`src/rtl/int_ic_pkg.sv`:
```
// Shared definitions for the interconnect pulse line: receiver FSM states and
// constants that must agree between transmitter and receiver.
package int_ic_pkg;

  localparam int unsigned INT_PULSE_LEN_DEFAULT = 2;
  localparam int unsigned INT_RUN_W             = 4;

  typedef enum logic [1:0] {
    StIdle  = 2'b00,
    StHigh  = 2'b01,
    StStuck = 2'b10
  } int_rx_state_e;

endpackage

```
`src/rtl/int_sync_ff.sv`:
```
// N-stage flop chain used to bring an asynchronous line into the local clock domain.
module int_sync_ff #(
  parameter int unsigned Stages = 2
) (
  input  logic clk_i,
  input  logic rst_ni,
  input  logic d_i,
  output logic q_o
);

  logic [Stages-1:0] chain_q, chain_d;

  always_comb begin
    chain_d    = chain_q;
    chain_d[0] = d_i;
    for (int i = 1; i < int'(Stages); i++) begin
      chain_d[i] = chain_q[i-1];
    end
  end

  always_ff @(posedge clk_i or negedge rst_ni) begin
    if (!rst_ni) begin
      chain_q <= '0;
    end else begin
      chain_q <= chain_d;
    end
  end

  assign q_o = chain_q[Stages-1];

endmodule

```
`src/rtl/int_pulse_receiver.sv`:
```
// Recovers fixed-width pulses on the interconnect line as single-cycle strobes,
// counts them, and raises sticky flags for short or stuck-high pulses.
module int_pulse_receiver
  import int_ic_pkg::*;
#(
  parameter int unsigned PULSE_LEN   = INT_PULSE_LEN_DEFAULT,
  parameter int unsigned SYNC_STAGES = 0,
  parameter int unsigned CNT_W       = 8
) (
  input  logic             clk,
  input  logic             rst_n,
  input  logic             in0,
  input  logic             clr,
  output logic             out0,
  output logic             err_short,
  output logic             err_long,
  output logic [CNT_W-1:0] evt_count
);

  localparam logic [INT_RUN_W-1:0] PulseLenRun = INT_RUN_W'(PULSE_LEN);

  logic line_s;

  if (SYNC_STAGES == 0) begin : g_bypass
    assign line_s = in0;
  end else begin : g_sync
    int_sync_ff #(
      .Stages(SYNC_STAGES)
    ) u_sync (
      .clk_i (clk),
      .rst_ni(rst_n),
      .d_i   (in0),
      .q_o   (line_s)
    );
  end

  int_rx_state_e        state_q, state_d;
  logic [INT_RUN_W-1:0] run_q, run_d;
  logic                 out0_q, out0_d;
  logic                 err_short_q, err_short_d;
  logic                 err_long_q, err_long_d;
  logic [CNT_W-1:0]     cnt_q, cnt_d;
  logic                 evt, set_short, set_long;

  always_comb begin
    state_d   = state_q;
    run_d     = run_q;
    evt       = 1'b0;
    set_short = 1'b0;
    set_long  = 1'b0;
    unique case (state_q)
      StIdle: begin
        if (line_s) begin
          run_d   = INT_RUN_W'(1);
          state_d = StHigh;
        end
      end
      StHigh: begin
        if (line_s) begin
          if (run_q == PulseLenRun) begin
            set_long = 1'b1;
            state_d  = StStuck;
          end else begin
            run_d = run_q + INT_RUN_W'(1);
          end
        end else begin
          if (run_q == PulseLenRun) begin
            evt = 1'b1;
          end else begin
            set_short = 1'b1;
          end
          run_d   = '0;
          state_d = StIdle;
        end
      end
      StStuck: begin
        // The low sample that leaves STUCK doubles as the inter-pulse separator.
        if (!line_s) begin
          run_d   = '0;
          state_d = StIdle;
        end
      end
      default: begin
        run_d   = '0;
        state_d = StIdle;
      end
    endcase
  end

  // Clear acts first so a same-cycle event or error still lands.
  always_comb begin
    out0_d      = evt;
    cnt_d       = clr ? '0 : cnt_q;
    err_short_d = (clr ? 1'b0 : err_short_q) | set_short;
    err_long_d  = (clr ? 1'b0 : err_long_q) | set_long;
    if (evt) begin
      cnt_d = cnt_d + CNT_W'(1);
    end
  end

  always_ff @(posedge clk or negedge rst_n) begin
    if (!rst_n) begin
      state_q     <= StIdle;
      run_q       <= '0;
      out0_q      <= 1'b0;
      err_short_q <= 1'b0;
      err_long_q  <= 1'b0;
      cnt_q       <= '0;
    end else begin
      state_q     <= state_d;
      run_q       <= run_d;
      out0_q      <= out0_d;
      err_short_q <= err_short_d;
      err_long_q  <= err_long_d;
      cnt_q       <= cnt_d;
    end
  end

  assign out0      = out0_q;
  assign err_short = err_short_q;
  assign err_long  = err_long_q;
  assign evt_count = cnt_q;

endmodule
```
`config.mk`:
```
export PLATFORM = sky130hd
export DESIGN_NAME = int_pulse_receiver
export DESIGN_NICKNAME = d
export VERILOG_FILES = /design/src/rtl/int_ic_pkg.sv /design/src/rtl/int_sync_ff.sv /design/src/rtl/int_pulse_receiver.sv
export SDC_FILE = /design/constraint.sdc
export NUM_CORES = 1
export LEC_CHECK = 0
export ABC_CLOCK_PERIOD_IN_PS = 2500
export BUFFER_PORTS_ARGS = -buffer_cell sky130_fd_sc_hd__buf_4
export CELL_PAD_IN_SITES_DETAIL_PLACEMENT = 1
export CELL_PAD_IN_SITES_GLOBAL_PLACEMENT = 2
export CORE_MARGIN = 1.5
export CORE_UTILIZATION = 35
export CTS_CLUSTER_SIZE = 28
export DETAILED_ROUTE_END_ITERATION = 8
export PLACE_DENSITY_LB_ADDON = 0.2
export SYNTH_ARGS = -nofsm -noshare
export SYNTH_HDL_FRONTEND = slang
export SYNTH_HIERARCHICAL = 1
export SYNTH_SLANG_ARGS = --single-unit
```
`constraint.sdc`:
```
create_clock -name clk -period 2.5 [get_ports clk]
set_clock_uncertainty 0.15 [all_clocks]
set_input_delay 0.25 -clock clk [delete_from_list [all_inputs] [get_ports clk]]
set_output_delay 0.25 -clock clk [all_outputs]
set_load 0.05 [all_outputs]
```
==> results of run 1 <==
==> cell usage after synthesis <==
| master | instances |
|---|---|
| o22ai_1 | 1 |
| o21a_1 | 1 |
| and2_1 | 1 |
| nor2b_1 | 9 |
| xnor2_1 | 5 |
| nor4b_1 | 2 |
| dfrtp_1 | 17 |
| nor3b_2 | 2 |
| o211ai_1 | 1 |
| nand4_1 | 3 |
| clkbuf_1 | 2 |
| o21ai_0 | 5 |
| nand2_1 | 2 |
| nor2_1 | 3 |
| xor2_1 | 1 |
| mux2_2 | 1 |
| nand2b_1 | 3 |
| mux2_1 | 1 |
| ha_1 | 3 |
| nor3b_4 | 1 |
| and4_1 | 2 |
| buf_2 | 3 |
| a31oi_1 | 2 |
| and4b_1 | 1 |
| a21oi_1 | 2 |
| inv_1 | 5 |
| nand4b_1 | 1 |
| mux2i_1 | 2 |
| and4bb_2 | 1 |
| and3b_1 | 1 |
| nand3_1 | 3 |
| or3b_1 | 1 |
| mux2_4 | 1 |
| nand3b_1 | 2 |
| and2b_1 | 1 |
==> per-layer routing <==
| layer | wire [um] | up-vias | global-route usage [%] |
|---|---|---|---|
| li1 | - | 358 | - |
| met5 | 0 | - | 0 |
| met4 | 12 | 0 | 6.27 |
| met3 | 50 | 2 | 2.11 |
| met1 | 1090 | 363 | 24.0 |
| met2 | 974 | 9 | 24.1 |
==> registers in the layout, summed over array words and instances, names as in the netlist <==
name,cells
err_long,1
err_short,1
evt_count,8
out0,1
run_q,4
state_q,2
==> area by class of cell <==
type	count	share of cell area (%)
timing repair buffer	15	10.2
inverter	5	1.67
tap	30	3.34
sequential	17	37.8
multi-input combinational	65	44.5
clock buffer	3	2.00
clock inverter	1	0.445
==> kinds of logic after synthesis <==
logic type	synth area share, %
mux	5.95
simple gates	29.4
compound gates	7.12
xor+xnor	5.43
buf+inv	4.27
flops	44.0
fa+ha+maj	3.88
==> placed cells by master, fill, tap and decap left out, types with 2 or more instances in the layout <==
master / instances
dfrtp_1: 17
buf_4: 14
nor2b_1: 9
inv_1: 5
xnor2_1: 5
o21ai_0: 5
nor2_1: 3
nand4_1: 3
nand3_1: 3
nand2b_1: 3
ha_1: 3
clkbuf_4: 3
nor3b_2: 2
nand2_1: 2
and4_1: 2
mux2i_1: 2
nand3b_1: 2
a21oi_1: 2
nor4b_1: 2
a31oi_1: 2
==> per-stage QoR <==
stage	hold WS (ns)	instances	setup slack, ns
after CTS	0.0911	136	0.580
final	0.0986	136	0.583
after floorplan	-0.196	92	0.583
after global placement	-0.0181	131	0.659
after detailed placement	-0.0192	131	0.593
after global routing	0.0959	136	0.462
==> how the worst max path moves through the flow <==
stage	end	startpoint	depth (start not counted)	slack (ns)
after global placement	evt_count[3]	run_q[0]	5	0.66
after floorplan	evt_count[6]	evt_count[0]	5	0.58
after detailed placement	evt_count[3]	run_q[0]	5	0.59
after CTS	evt_count[3]	run_q[0]	5	0.58
after global routing	evt_count[3]	run_q[0]	5	0.46
final	evt_count[3]	run_q[0]	5	0.58
==> where the power goes <==
group / internal (mW) / switching [mW]
clock: 0.0595 / 0.0940
sequential: 0.298 / 0.0347
combinational: 0.0688 / 0.0952
==> run metrics, run 1 <==
HP Start in0; Core ar. 2540 um^2; FF-to-FF End evt_count[3]; endpoint type of the worst setup path flop; Sink Count 17; worst hold path class in -> reg; Slowest cell on crit path dfrtp_1; Register-to-Register Path Depth 5; GRT Total Usage ~16%; CP top delay family simple AND/OR/NAND/NOR gates; H-tree levels 1; Reg clk slew, reported paths 0.11 ns; CTS tree built; Cell Area, Placed around 1100 um^2; fillcell total ~300; design area ~1100 um^2; measured slew at the worst slew-check pin 0.390 ns; Startpoint Class flop; setup tns final 0 ns; die height 55.6 um; PD cells 578 nW/um^2; synthesized net count between 90 and 100; worst reg2reg startpoint run_q[0]; FF+latch count, synth 17; status finished, final reports clean; die width 55.6 um; antenna cells 0; final core occ 44.2%; crit share post-route 76.7%; remaining antenna violation count 0; number of global-route vias before repair 789; post-CTS sizing 0; Rel. slew slack roughly 74%; multi-input logic area 500 um^2; Synth top area share 44.0%; initial drt markers 12; layout cell share with drive strength beyond 1 22.6%; wire per inst about 16 um; mapped cell area ~970 um^2; Bufs on Longest Clock Path 2; setup slack, reg-to-reg 0.58 ns; DP Wirelength 1540 um; RSZ-0062 raised after global routing false; CP required 2.54 ns; GRT overflow 0; CTS Buf Count 3; Pins Over Slew Limit 0; peak supply drop 282 uV; top post-synthesis cells by area dfrtp_1, nor2b_1, xnor2_1; kind of critical path reg -> reg; Root Driver clkbuf_4; DRT Pass-1 Iters 4; crit-path cells inv_1 > ha_1 > nor3b_4 > and4_1 > mux2_1; largest net degree at the start of global routing 18; I/O pin cnt 15; worst skew pair latency 0.29 ns; DIE AREA around 3000 um^2; Gate Count Post-Synth between 90 and 100; nets 114; number of I/O port buffers 14; num rows 18; syn_area_per_cell 10.5 um^2; Setup Viol. Count Final 0; via/cell ratio approximately 5.4; Vias 732; Design Power about 650 uW; Sequential Area between 400 and 500 um^2; Crit Path Max Fanout 9; WP buf/inv 1; Final Hold Vio Count 0; initial antenna violation count 0; Max Cap Viol 0; Worst EP arrival 1.96 ns; Starting Density 38.0%; yosys warns 6; drt total wl about 2100 um; # DRC 0; first-pass GRT wire length 3960 um; Area Growth Syn to Fin 16.3%; CP peak stage delay ~0.44 ns; Placer Congestion 0.728; Hold Path Sink state_q[1]; Leakage between 0.5 and 0.6 nW; fin crit period 1.92 ns; FMAX 522 MHz; area leader, netlist dfrtp_1; hold buffers post-CTS 1; Post-CTS Setup Bufs 0; Unique masters post-synth 35; sequential area share after synthesis 44.0%; Hold Path Depth 2
Note: power is estimated with default switching activity, not from simulation.
==> inputs of run 2 (changes only) <==
--- a/config.mk
+++ b/config.mk
@@ -5,7 +5,7 @@
 export SDC_FILE = /design/constraint.sdc
 export NUM_CORES = 1
 export LEC_CHECK = 0
-export ABC_CLOCK_PERIOD_IN_PS = 2500
+export ABC_CLOCK_PERIOD_IN_PS = 1900
 export BUFFER_PORTS_ARGS = -buffer_cell sky130_fd_sc_hd__buf_4
 export CELL_PAD_IN_SITES_DETAIL_PLACEMENT = 1
 export CELL_PAD_IN_SITES_GLOBAL_PLACEMENT = 2
==> constraint.sdc (replaced) <==
create_clock -name clk -period 1.9 [get_ports clk]
set_clock_uncertainty 0.15 [all_clocks]
set_input_delay 0.19 -clock clk [delete_from_list [all_inputs] [get_ports clk]]
set_output_delay 0.19 -clock clk [all_outputs]
set_load 0.05 [all_outputs]
==> run 2 against run 1 <==
  * Combinational power is 70% higher
  * Sequential share of layout area is 1.3 points lower
  * Largest power group unchanged
  * Power is 37% higher
  * Highest routed layer unchanged
  * Clock-buffer cell count is 1 higher
  * Global-route usage is 0.43 points lower
  * Die area stayed put
  * Largest cell class unchanged
  * Worst hold slack worse by 0.049 ns
  * Critical path type unchanged
==> run metrics, run 2 (synthesized netlist as in run 1, its figures left out) <==
status finished, final reports clean; number of global-route vias before repair 777; Startpoint Class flop; Setup Viol. Count Final 0; DRT Pass-1 Iters 4; fin crit period 1.75 ns; num rows 18; number of I/O port buffers 14; Design Power just under 900 uW; remaining antenna violation count 0; Area Growth Syn to Fin 21.0%; GRT overflow 0; H-tree levels 1; die width 55.6 um; Sink Count 17; die height 55.6 um; FMAX 573 MHz; # DRC 0; Max Cap Viol 0; crit share post-route 91.9%; drt total wl between 2000 and 2500 um; antenna cells 0; layout cell share with drive strength beyond 1 26.8%; Root Driver clkbuf_4; DP Wirelength 1630 um; endpoint type of the worst setup path flop; Reg clk slew, reported paths 0.10 ns; nets between 100 and 150; Placer Congestion approximately 0.75; GRT Total Usage 15.9%; measured slew at the worst slew-check pin about 0.35 ns; via/cell ratio 5.34; CP required 1.93 ns; Core ar. 2540 um^2; worst hold path class in -> reg; Vias 758; worst hold margin 0.0495 ns; Final Hold Vio Count 0; Crit Path Max Fanout 5; Leakage 0.567 nW; commonest non-fill, non-tap cell in the layout buf_4; CTS Buf Count 3; Worst EP arrival roughly 1.8 ns; worst skew pair latency 0.29 ns; wire per inst 15.4 um; Rel. slew slack 76.7%; commonest non-fill, non-tap cells in the layout buf_4, dfrtp_1, nor2b_1; DIE AREA 3090 um^2; kind of critical path reg -> reg; PD cells 763 nW/um^2; RSZ-0062 raised after global routing false; Starting Density 38.0%; first-pass GRT wire length 3860 um; initial antenna violation count 0; I/O pin cnt 15; max reg flops 8; initial drt markers 15; peak supply drop 436 uV; Bufs on Longest Clock Path 2; CTS tree built; setup tns final 0 ns; Pins Over Slew Limit 0; largest net degree at the start of global routing 18; final core occ 46.0%
## run 2: final timing paths
path | start | end | slack, ns | cells past startpoint
max in group asynchronous | rst_n | evt_count[0] | 1.25 | 2
min in group asynchronous | rst_n | run_q[1] | 0.14 | 2
worst min register to register | evt_count[7] | evt_count[7] | 0.33 | 1
worst min-delay path | in0 | state_q[1] | 0.05 | 2
worst max register to register | run_q[0] | evt_count[3] | 0.15 | 5
worst max-delay path | run_q[0] | evt_count[3] | 0.15 | 5
## run 2: stage by stage
step           instance area [um^2]  setup WS [ns]  std cells
2_1_floorplan                   968         0.0192         92
6_report                       1170          0.154        142
5_1_grt                        1170         0.0398        142
3_3_place_gp                   1130          0.195        137
4_1_cts                        1170          0.147        142
3_5_place_dp                   1130          0.176        137
## run 2: what timing repair did
action,CTS,global route
hold buffers,1,0
hold endpoints to repair,17,0
buffers inserted,0,0
gates resized for setup,0,0
## run 2: final cells by class
class | count | area, um^2
clock buffer | 4 | 26.3
fill | 306 | 1380
inverter | 5 | 18.8
multi-input combinational | 65 | 500
sequential | 17 | 427
tap | 30 | 37.5
timing repair buffer | 21 | 160
## run 2: worst max-delay path, cell delays in order (launching register included)
cell and delay (ns):
dfrtp_1 0.39, inv_1 0.10, ha_1 0.17, nor3b_4 0.26, and4_1 0.24, mux2_1 0.32
## run 2: where the power goes
group          total, mW  internal (mW)  switching (mW)
logic              0.278          0.124           0.154
clock network      0.197         0.0817           0.115
registers          0.418          0.393          0.0250
total              0.892          0.598           0.294
## run 2: layer usage
| layer | vias to the layer above | GRT usage, % | part of all wire, % |
|---|---|---|---|
| met5 | - | 0 | 0 |
| met4 | 0 | 3.14 | 1.1 |
| met3 | 5 | 4.92 | 3.8 |
| met2 | 12 | 24.0 | 45 |
| met1 | 377 | 22.4 | 50 |
| li1 | 364 | - | - |
